<file path="config.mk">
export PLATFORM = sky130hd
export DESIGN_NAME = toy_accel
export DESIGN_NICKNAME = d
export VERILOG_FILES = /design/src/rtl/toy_accel_pkg.sv /design/src/rtl/toy_obuf.sv /design/src/rtl/toy_accel.sv
export SDC_FILE = /design/constraint.sdc
export NUM_CORES = 1
export LEC_CHECK = 0
export ABC_CLOCK_PERIOD_IN_PS = 1800
export CORE_ASPECT_RATIO = 1.4
export CORE_UTILIZATION = 47
export CTS_CLUSTER_DIAMETER = 50
export DETAILED_ROUTE_END_ITERATION = 12
export PLACE_DENSITY = 0.73
export SLEW_MARGIN = 10
export SYNTH_ARGS = -nofsm -noshare
export SYNTH_HDL_FRONTEND = slang
export SYNTH_HIERARCHICAL = 1
export SYNTH_SLANG_ARGS = --single-unit
</file>
<file path="constraint.sdc">
create_clock -name clk -period 1.8 [get_ports clk]
set_input_delay 0.45 -clock clk [delete_from_list [all_inputs] [get_ports clk]]
set_output_delay 0.45 -clock clk [all_outputs]
set_load 0.05 [all_outputs]
</file>
<file path="src/rtl/toy_accel_pkg.sv">
// Shared types and constants for the toy accelerator: command encoding and
// the pipeline stage record.
package toy_accel_pkg;

   localparam int DATA_W = 2;

   localparam logic ACT_LOAD = 1'b1;
   localparam logic ACT_COMP = 1'b0;

   typedef struct packed {
      logic              vld;
      logic              action;
      logic [DATA_W-1:0] data;
   } stage_t;

   // Occupancy counter width for a FIFO holding 0..depth entries.
   function automatic int count_width(input int depth);
      return $clog2(depth + 1);
   endfunction

endpackage : toy_accel_pkg

</file>
<file path="src/rtl/toy_obuf.sv">
// Parameterized response FIFO. Push and pop may coincide at any occupancy,
// including full, where the freed head slot is reused by the incoming entry.
module toy_obuf
   import toy_accel_pkg::*;
#(
   parameter  int DEPTH = 2,
   parameter  int WIDTH = 2,
   localparam int CNT_W = count_width(DEPTH)
) (
   input  logic             clk,
   input  logic             rst_n,
   input  logic             push,
   input  logic [WIDTH-1:0] push_data,
   input  logic             pop,
   output logic             full,
   output logic             empty,
   output logic [CNT_W-1:0] count,
   output logic [WIDTH-1:0] head
);

   localparam int PTR_W = (DEPTH > 1) ? $clog2(DEPTH) : 1;
   localparam logic [PTR_W-1:0] LAST_PTR = PTR_W'(DEPTH - 1);

   logic [WIDTH-1:0] mem [DEPTH];
   logic [PTR_W-1:0] rd_ptr;
   logic [PTR_W-1:0] wr_ptr;
   logic             do_push;
   logic             do_pop;

   function automatic logic [PTR_W-1:0] next_ptr(input logic [PTR_W-1:0] p);
      return (p == LAST_PTR) ? '0 : p + 1'b1;
   endfunction

   assign full  = (count == CNT_W'(DEPTH));
   assign empty = (count == '0);
   assign head  = mem[rd_ptr];

   always_comb begin
      do_pop  = pop && !empty;
      do_push = push && (!full || do_pop);
   end

   always_ff @(posedge clk or negedge rst_n) begin
      if (!rst_n) begin
         rd_ptr <= '0;
         wr_ptr <= '0;
         count  <= '0;
      end else begin
         if (do_pop) begin
            rd_ptr <= next_ptr(rd_ptr);
         end
         if (do_push) begin
            wr_ptr <= next_ptr(wr_ptr);
         end
         case ({do_push, do_pop})
            2'b10:   count <= count + 1'b1;
            2'b01:   count <= count - 1'b1;
            default: count <= count;
         endcase
      end
   end

   // Storage needs no reset: entries are only observable while counted.
   always_ff @(posedge clk) begin
      if (do_push) begin
         mem[wr_ptr] <= push_data;
      end
   end

endmodule : toy_obuf

</file>
<file path="src/rtl/toy_accel.sv">
// Single-lane toy accelerator: three-stage uniform-shift pipeline retiring
// load/compute commands against one accumulator into a response FIFO.
module toy_accel
   import toy_accel_pkg::*;
#(
   parameter int DATA_W     = toy_accel_pkg::DATA_W,
   parameter int OBUF_DEPTH = 2
) (
   input  logic              clk,
   input  logic              rst_n,
   input  logic              in_vld,
   output logic              in_rdy,
   input  logic              action,
   input  logic [DATA_W-1:0] data,
   output logic              out_vld,
   input  logic              out_rdy,
   output logic [DATA_W-1:0] out,
   output logic [DATA_W-1:0] arch_st,
   output logic              busy
);

   localparam int CNT_W = count_width(OBUF_DEPTH);

   // Same layout as stage_t, sized by this instance's DATA_W.
   typedef struct packed {
      logic              vld;
      logic              action;
      logic [DATA_W-1:0] data;
   } lane_t;

   // Handshakes: a transfer happens on a rising edge where valid && ready;
   // valid never waits on ready, and in_rdy may depend combinationally on out_rdy.

   lane_t             s0;
   lane_t             s1;
   lane_t             s2;
   logic [DATA_W-1:0] acc;

   logic              advance;
   logic              retire;
   logic              push;
   logic [DATA_W-1:0] push_data;
   logic              pop;

   logic              obuf_full;
   logic              obuf_empty;
   logic [CNT_W-1:0]  obuf_count;
   logic [DATA_W-1:0] obuf_head;

   // Uniform stall: only a compute in S2 facing a full, non-draining buffer blocks.
   always_comb begin
      pop       = out_vld && out_rdy;
      advance   = !s2.vld || (s2.action == ACT_LOAD) || !obuf_full || pop;
      retire    = advance && s2.vld;
      push      = retire && (s2.action == ACT_COMP);
      push_data = s2.data + acc;
   end

   always_ff @(posedge clk or negedge rst_n) begin
      if (!rst_n) begin
         s0 <= '0;
         s1 <= '0;
         s2 <= '0;
      end else if (advance) begin
         s0 <= '{vld: in_vld, action: action, data: data};
         s1 <= s0;
         s2 <= s1;
      end
   end

   always_ff @(posedge clk or negedge rst_n) begin
      if (!rst_n) begin
         acc <= '0;
      end else if (retire) begin
         if (s2.action == ACT_LOAD) begin
            acc <= s2.data;
         end else begin
            acc <= acc + 1'b1;
         end
      end
   end

   toy_obuf #(
      .DEPTH (OBUF_DEPTH),
      .WIDTH (DATA_W)
   ) u_obuf (
      .clk       (clk),
      .rst_n     (rst_n),
      .push      (push),
      .push_data (push_data),
      .pop       (pop),
      .full      (obuf_full),
      .empty     (obuf_empty),
      .count     (obuf_count),
      .head      (obuf_head)
   );

   always_comb begin
      in_rdy  = advance;
      out_vld = !obuf_empty;
      out     = obuf_empty ? '0 : obuf_head;
      arch_st = acc;
      busy    = s0.vld || s1.vld || s2.vld || (obuf_count != '0);
   end

endmodule : toy_accel

</file>
After elaboration in Yosys (flattened, before gate mapping)
Memory sizes are Yosys's and may differ from the RTL's.
Cells that the tools add are included.

storage, ports and cells
  flip-flop bits (word level) = 18
  RAM bits = 4
  input bits = 7
  output and inout bits = 7
  memories = 1

operators by class
  add/subtract/negate cells = 6
  equal/unequal tests = 3
  mux-type cells = 7
  bitwise gates (word level) = 1
  reductions and logical operators = 18

memories
  name        words  width  read ports  clocked after memory_dff  wr ports  line            text
  u_obuf.mem  2      2      1           0                         1         toy_obuf.sv:24  logic [WIDTH-1:0] mem [DEPTH];

operators by type and width
  operator               number
  $logic_or A1 B1 Y1     7
  $logic_and A1 B1 Y1    5
  $add A2 B1 Y2 const B  2
  $eq A2 B2 Y1 const B   2
  $mux W1                4
  $mux W2                2
  $pmux W2 S2            1
  $reduce_bool A2 Y1     2
  $logic_not A1 Y1       3
  $add A1 B1 Y1 const B  2
  $add A2 B2 Y2          1
  $eq A2 B1 Y1 const B   1
  $logic_not A2 Y1       1
  $sub A2 B1 Y2 const B  1
  $not A1 Y1             1

Logic depth before layout (Yosys ltp)
  depth after elaboration = 9
  gate-level depth with buffers = 7

Hierarchy
Netlist, hierarchy kept.

modules (own cells, without submodules)
  module     times used  cells each  area an instance (um^2)
  toy_accel  1           53          690.7
  toy_obuf   1           30          365.4

Least setup slack after synthesis
No wires, ideal clock.

  path kind = reg-to-reg
  start point = register u_obuf.count[1]
  end point = register u_obuf.count[0]
  library setup time = 87 ps
  arrival = 1690 ps
  required time = 1713 ps
  path slack = 23 ps
  cell stages (with the launch flop) = 8
  period minus slack after synthesis = 1777 ps
  cell sequence = dfrtp_1 > nor2_1 > nand2b_4 > nand2_1 > and3_1 > nand2b_1 > or2_2 > a22oi_1

between the ends
  word-level cells in the longest chain between the ends = 9

ends and longest elaborated chain
  element                                            line              text
  start, declared                                    toy_obuf.sv:17    output logic [CNT_W-1:0] count,
  start signal, assigned                             toy_obuf.sv:56    2'b10: count <= count + 1'b1;
  start signal, assigned                             toy_obuf.sv:57    2'b01: count <= count - 1'b1;
  start signal, assigned                             toy_obuf.sv:58    default: count <= count;
  $logic_not A2 Y1 *                                 toy_obuf.sv:35    assign empty = (count == '0);
  via obuf_empty                                     toy_accel.sv:46   logic obuf_empty;
  $logic_not A1 Y1 *                                 toy_accel.sv:100  out_vld = !obuf_empty;
  $logic_and A1 B1 Y1 *                              toy_accel.sv:52   pop = out_vld && out_rdy;
  $logic_or A1 B1 Y1 *                               toy_accel.sv:53   advance = !s2.vld || (s2.action == ACT_LOAD) || !obuf_full || pop;
  $logic_and A1 B1 Y1 *                              toy_accel.sv:54   retire = advance && s2.vld;
  $logic_and A1 B1 Y1 *                              toy_accel.sv:55   push = retire && (s2.action == ACT_COMP);
  via push                                           toy_accel.sv:41   logic push;
  $logic_and A1 B1 Y1 *                              toy_obuf.sv:40    do_push = push && (!full || do_pop);
  $eq A2 B1 Y1 or $eq A2 B2 Y1 (tied branches)       toy_obuf.sv:55    case ({do_push, do_pop})
  $pmux W2 S2 or $reduce_bool A2 Y1 (tied branches)  -

The timed path passes the listed nets; every way through them passes the cells marked *.
A chain may end at the register's enable or synchronous reset.

Final worst setup path
  start point = register u_obuf.count[0]
  end point = output port in_rdy

between the ends
  word-level cells in the longest chain between the ends = 4

ends and longest elaborated chain
  element                           line             text
  $eq A2 B2 Y1                      toy_obuf.sv:34   assign full = (count == CNT_W'(DEPTH));
  via obuf_full                     toy_accel.sv:45  logic obuf_full;
  $logic_not A1 Y1                  toy_accel.sv:53
  $logic_or A1 B1 Y1 (2 in series)  toy_accel.sv:53
  end, declared                     toy_accel.sv:12  output logic in_rdy,

The timed path passes the listed nets, and every way through them passes these cells.

==> flow_summary.toml <==
[floorplanning]
coreArea_mm2 = 0.00204
starting_density_pct = 51.7
rows = 19
overall_die_width_um = 42.1
die_height_um = 58.1
fp.dieArea_mm2 = 0.00244
top_level_ports = 14

[route]
detail_route.drc_violations = 0
avgViaCountPerCell = 5.41
drtPass1Iterations = 4
antenna_violating_nets_post_route = 0
drt_iter0_drc = 8
drt-wirelength-per-cell_um = 14.3
routed_wl_mm = 1.94
vias = 730

[yosys]
synth-xor-area-share_pct = 4.15
netlist-cell-type-count = 31
synth_simple_gate_area_share_pct = 14.5
number_of_register_bits_inferred_by_synthesis = 22
synthesis.instances = 83
seq_area_frac_synth_pct = 54.0
synth_fa_ha_area_share_pct = 1.18
post_synth_mux_area_share_pct = 16.2
ys.warnings.count = 6
synth_area_mm2 = 0.00106
synthesis.nets = 91
synth_top_family_by_area = "multiplexers"
synth_compound_gate_area_share_pct = 6.75
avgSynthCellArea_um2 = 12.7

[final_layout]
final-instance-count-excl-fill = 135
mostFrequentLayoutCells = "sky130_fd_sc_hd__dfrtp_1 (18), sky130_fd_sc_hd__buf_4 (15), sky130_fd_sc_hd__mux2_4 (9)"
layout-area-overhead-vs-synth_pct = 35.8
final_layout_fill_cell_count = 154
drive_gt1_share_pct = 43.9
most_common_library_cell_in_the_layout_ignoring_fill_and_taps = "sky130_fd_sc_hd__dfrtp_1"
nNetsFinal = 123
antenna_cells = 0

[job]
cap_violations = 0

[sta]
finalSetupViolCount = 2
post-route-period-util_pct = 101
grt_setup_unrepaired = "true"
fin_hold_ws_ps = 456
timing.clock.skew_ps = 4.61
slew-limit-headroom_pct = 81.0
timing.fmax_mhz = 550
slew_viol_final = 0
hold_viol = 0
setup_total_negative_slack_ps = -21.9
final_period_minus_worst_setup_slack_ps = 1820
worst_slew_pin_slew_ps = 285
setup_ws_ps = -16.6

[placed_design]
gp_congestion = 0.830
place_inst = 128
placement.io_buffers = 13
post-dp-hpwl_mm = 1.32

[critical_path]
ff_to_ff_start = "u_obuf/count[1]"
worst-path-max-fanout = 3
critical_path.startpoint_type = "register"
signal_arrival_time_at_the_worst_endpoint_ps = 1370
timing.critical_path.required_ps = 1350
regToRegSetupSlack_ps = 100
setup.worst_path.end_class = "output port"
crit_path_start = "u_obuf/count[0]"
crit_path_class = "reg -> out"

[clock_network]
cts_htree_levels = 1
cts.clk_slew.worst_paths_ps = 120
tritoncts = "done"
cts.sink_count = 22
hold_buffers = 0
clk_latency_ps = 310
root_buffer_selected_by_cts = "sky130_fd_sc_hd__clkbuf_4"
tritoncts.num_buffers = 3
ctsLongestPathBuffers = 2

[worst_hold_path]
worstHoldPathType = "in -> async"

[pwr]
p_leak_nw = 0.668
ir_worst_vdd_uv = 883
power_density_mw_per_mm2 = 1610

[global_routing]
grt_pass1_vias = 765
groute.usage.overall_pct = 17.1
grt.overflow.total = 0
number_of_antenna_violations_at_the_first_check_in_global_routing = 0
grt_start_max_net_pins = 19
grt_first_pass_wirelength_mm = 3.16

[outcome]
violations = "setup timing"
run_status = "finished, violations left"
## timing repair
action                                  CTS  global route
endpoints found under the setup margin    3             5
buffers inserted                          3             0
resized for setup                        10             4
## synthesized netlist by cell type (all sizes together)
cell	n	area, µm²
a211o	1	8.76
nor2b	1	6.26
nand4	1	21.3
nor2	4	15.0
a21oi	5	25.0
nor3	2	10.0
mux2	12	161
xor2	1	8.76
a22oi	1	7.51
o22ai	2	12.5
a21boi	1	7.51
and2	1	6.26
nand2	5	21.3
inv	6	22.5
and2b	1	7.51
nand2b	3	26.3
and3	2	13.8
dfrtp	18	450
or3b	1	8.76
or2	1	6.26
xnor2	4	35.0
and4	1	10.0
buf	1	11.3
ha	1	12.5
o21ai	2	10.0
edfxtp	4	120
mux2i	1	10.0
## layout make-up
| class | instances | area, µm² | area share [%] |
|---|---|---|---|
| Clock buffer | 3 | 22.5 | 1.57 |
| Clock inverter | 1 | 30.0 | 2.09 |
| Inverter | 6 | 22.5 | 1.57 |
| Multi-Input combinational cell | 54 | 484 | 33.8 |
| Sequential cell | 22 | 571 | 39.8 |
| Tap cell | 21 | 26.3 | 1.83 |
| Timing Repair Buffer | 28 | 278 | 19.4 |
## cells by family after synthesis
group,count (synthesis)
compound gates,12
xor+xnor,5
fa+ha+maj,1
buf+inv,7
flops,22
mux,13
simple gates,23
## flip-flops by register name (all words and copies together), names as in the netlist
signal         count
u_obuf/rd_ptr      1
u_obuf/mem         4
s2                 4
s0                 4
arch_st            2
u_obuf/wr_ptr      1
s1                 4
u_obuf/count       2
## path summary, 6_finish.rpt
path	end	depth (start not counted)
setup / recovery	in_rdy	5
hold / removal	arch_st[1]	2
setup reg to reg	u_obuf/count[0]	7
hold reg to reg	s2[2]	1
max in group asynchronous	s1[2]	2
min in group clk	s2[2]	1
## layer usage
| metal | share of wire (%) | vias up | track usage [%] |
|---|---|---|---|
| met2 | 53 | 21 | 29.2 |
| met3 | 3.7 | 5 | 3.43 |
| met4 | 1.6 | 0 | 10.7 |
| met5 | 0 | - | 0 |
| met1 | 42 | 356 | 19.5 |
| li1 | - | 348 | - |
## where the power goes
part,internal [mW],total [mW],switching [mW]
clock network,0.225,0.371,0.146
registers,0.653,0.775,0.122
logic,0.569,1.15,0.586
## metrics by stage
step	utilization [%]	setup WS, ps	power [mW]	area [µm²]
floorplan	-	23.4	1.39	1060
global route	70.1	-98.9	2.41	1430
detailed placement	64.1	-180	1.79	1310
finish	70.1	-16.6	2.30	1430
global placement	64.1	-152	1.76	1310
CTS	69.6	-24.8	2.29	1420
## worst max-delay path, cell delays in order (launching register included)
cell and delay (ps):
sky130_fd_sc_hd__dfrtp_1 420, sky130_fd_sc_hd__buf_6 130, sky130_fd_sc_hd__nor2_4 90, sky130_fd_sc_hd__buf_6 120, sky130_fd_sc_hd__nand4_4 120, sky130_fd_sc_hd__buf_12 180
Power figures use the tool's default switching activity.
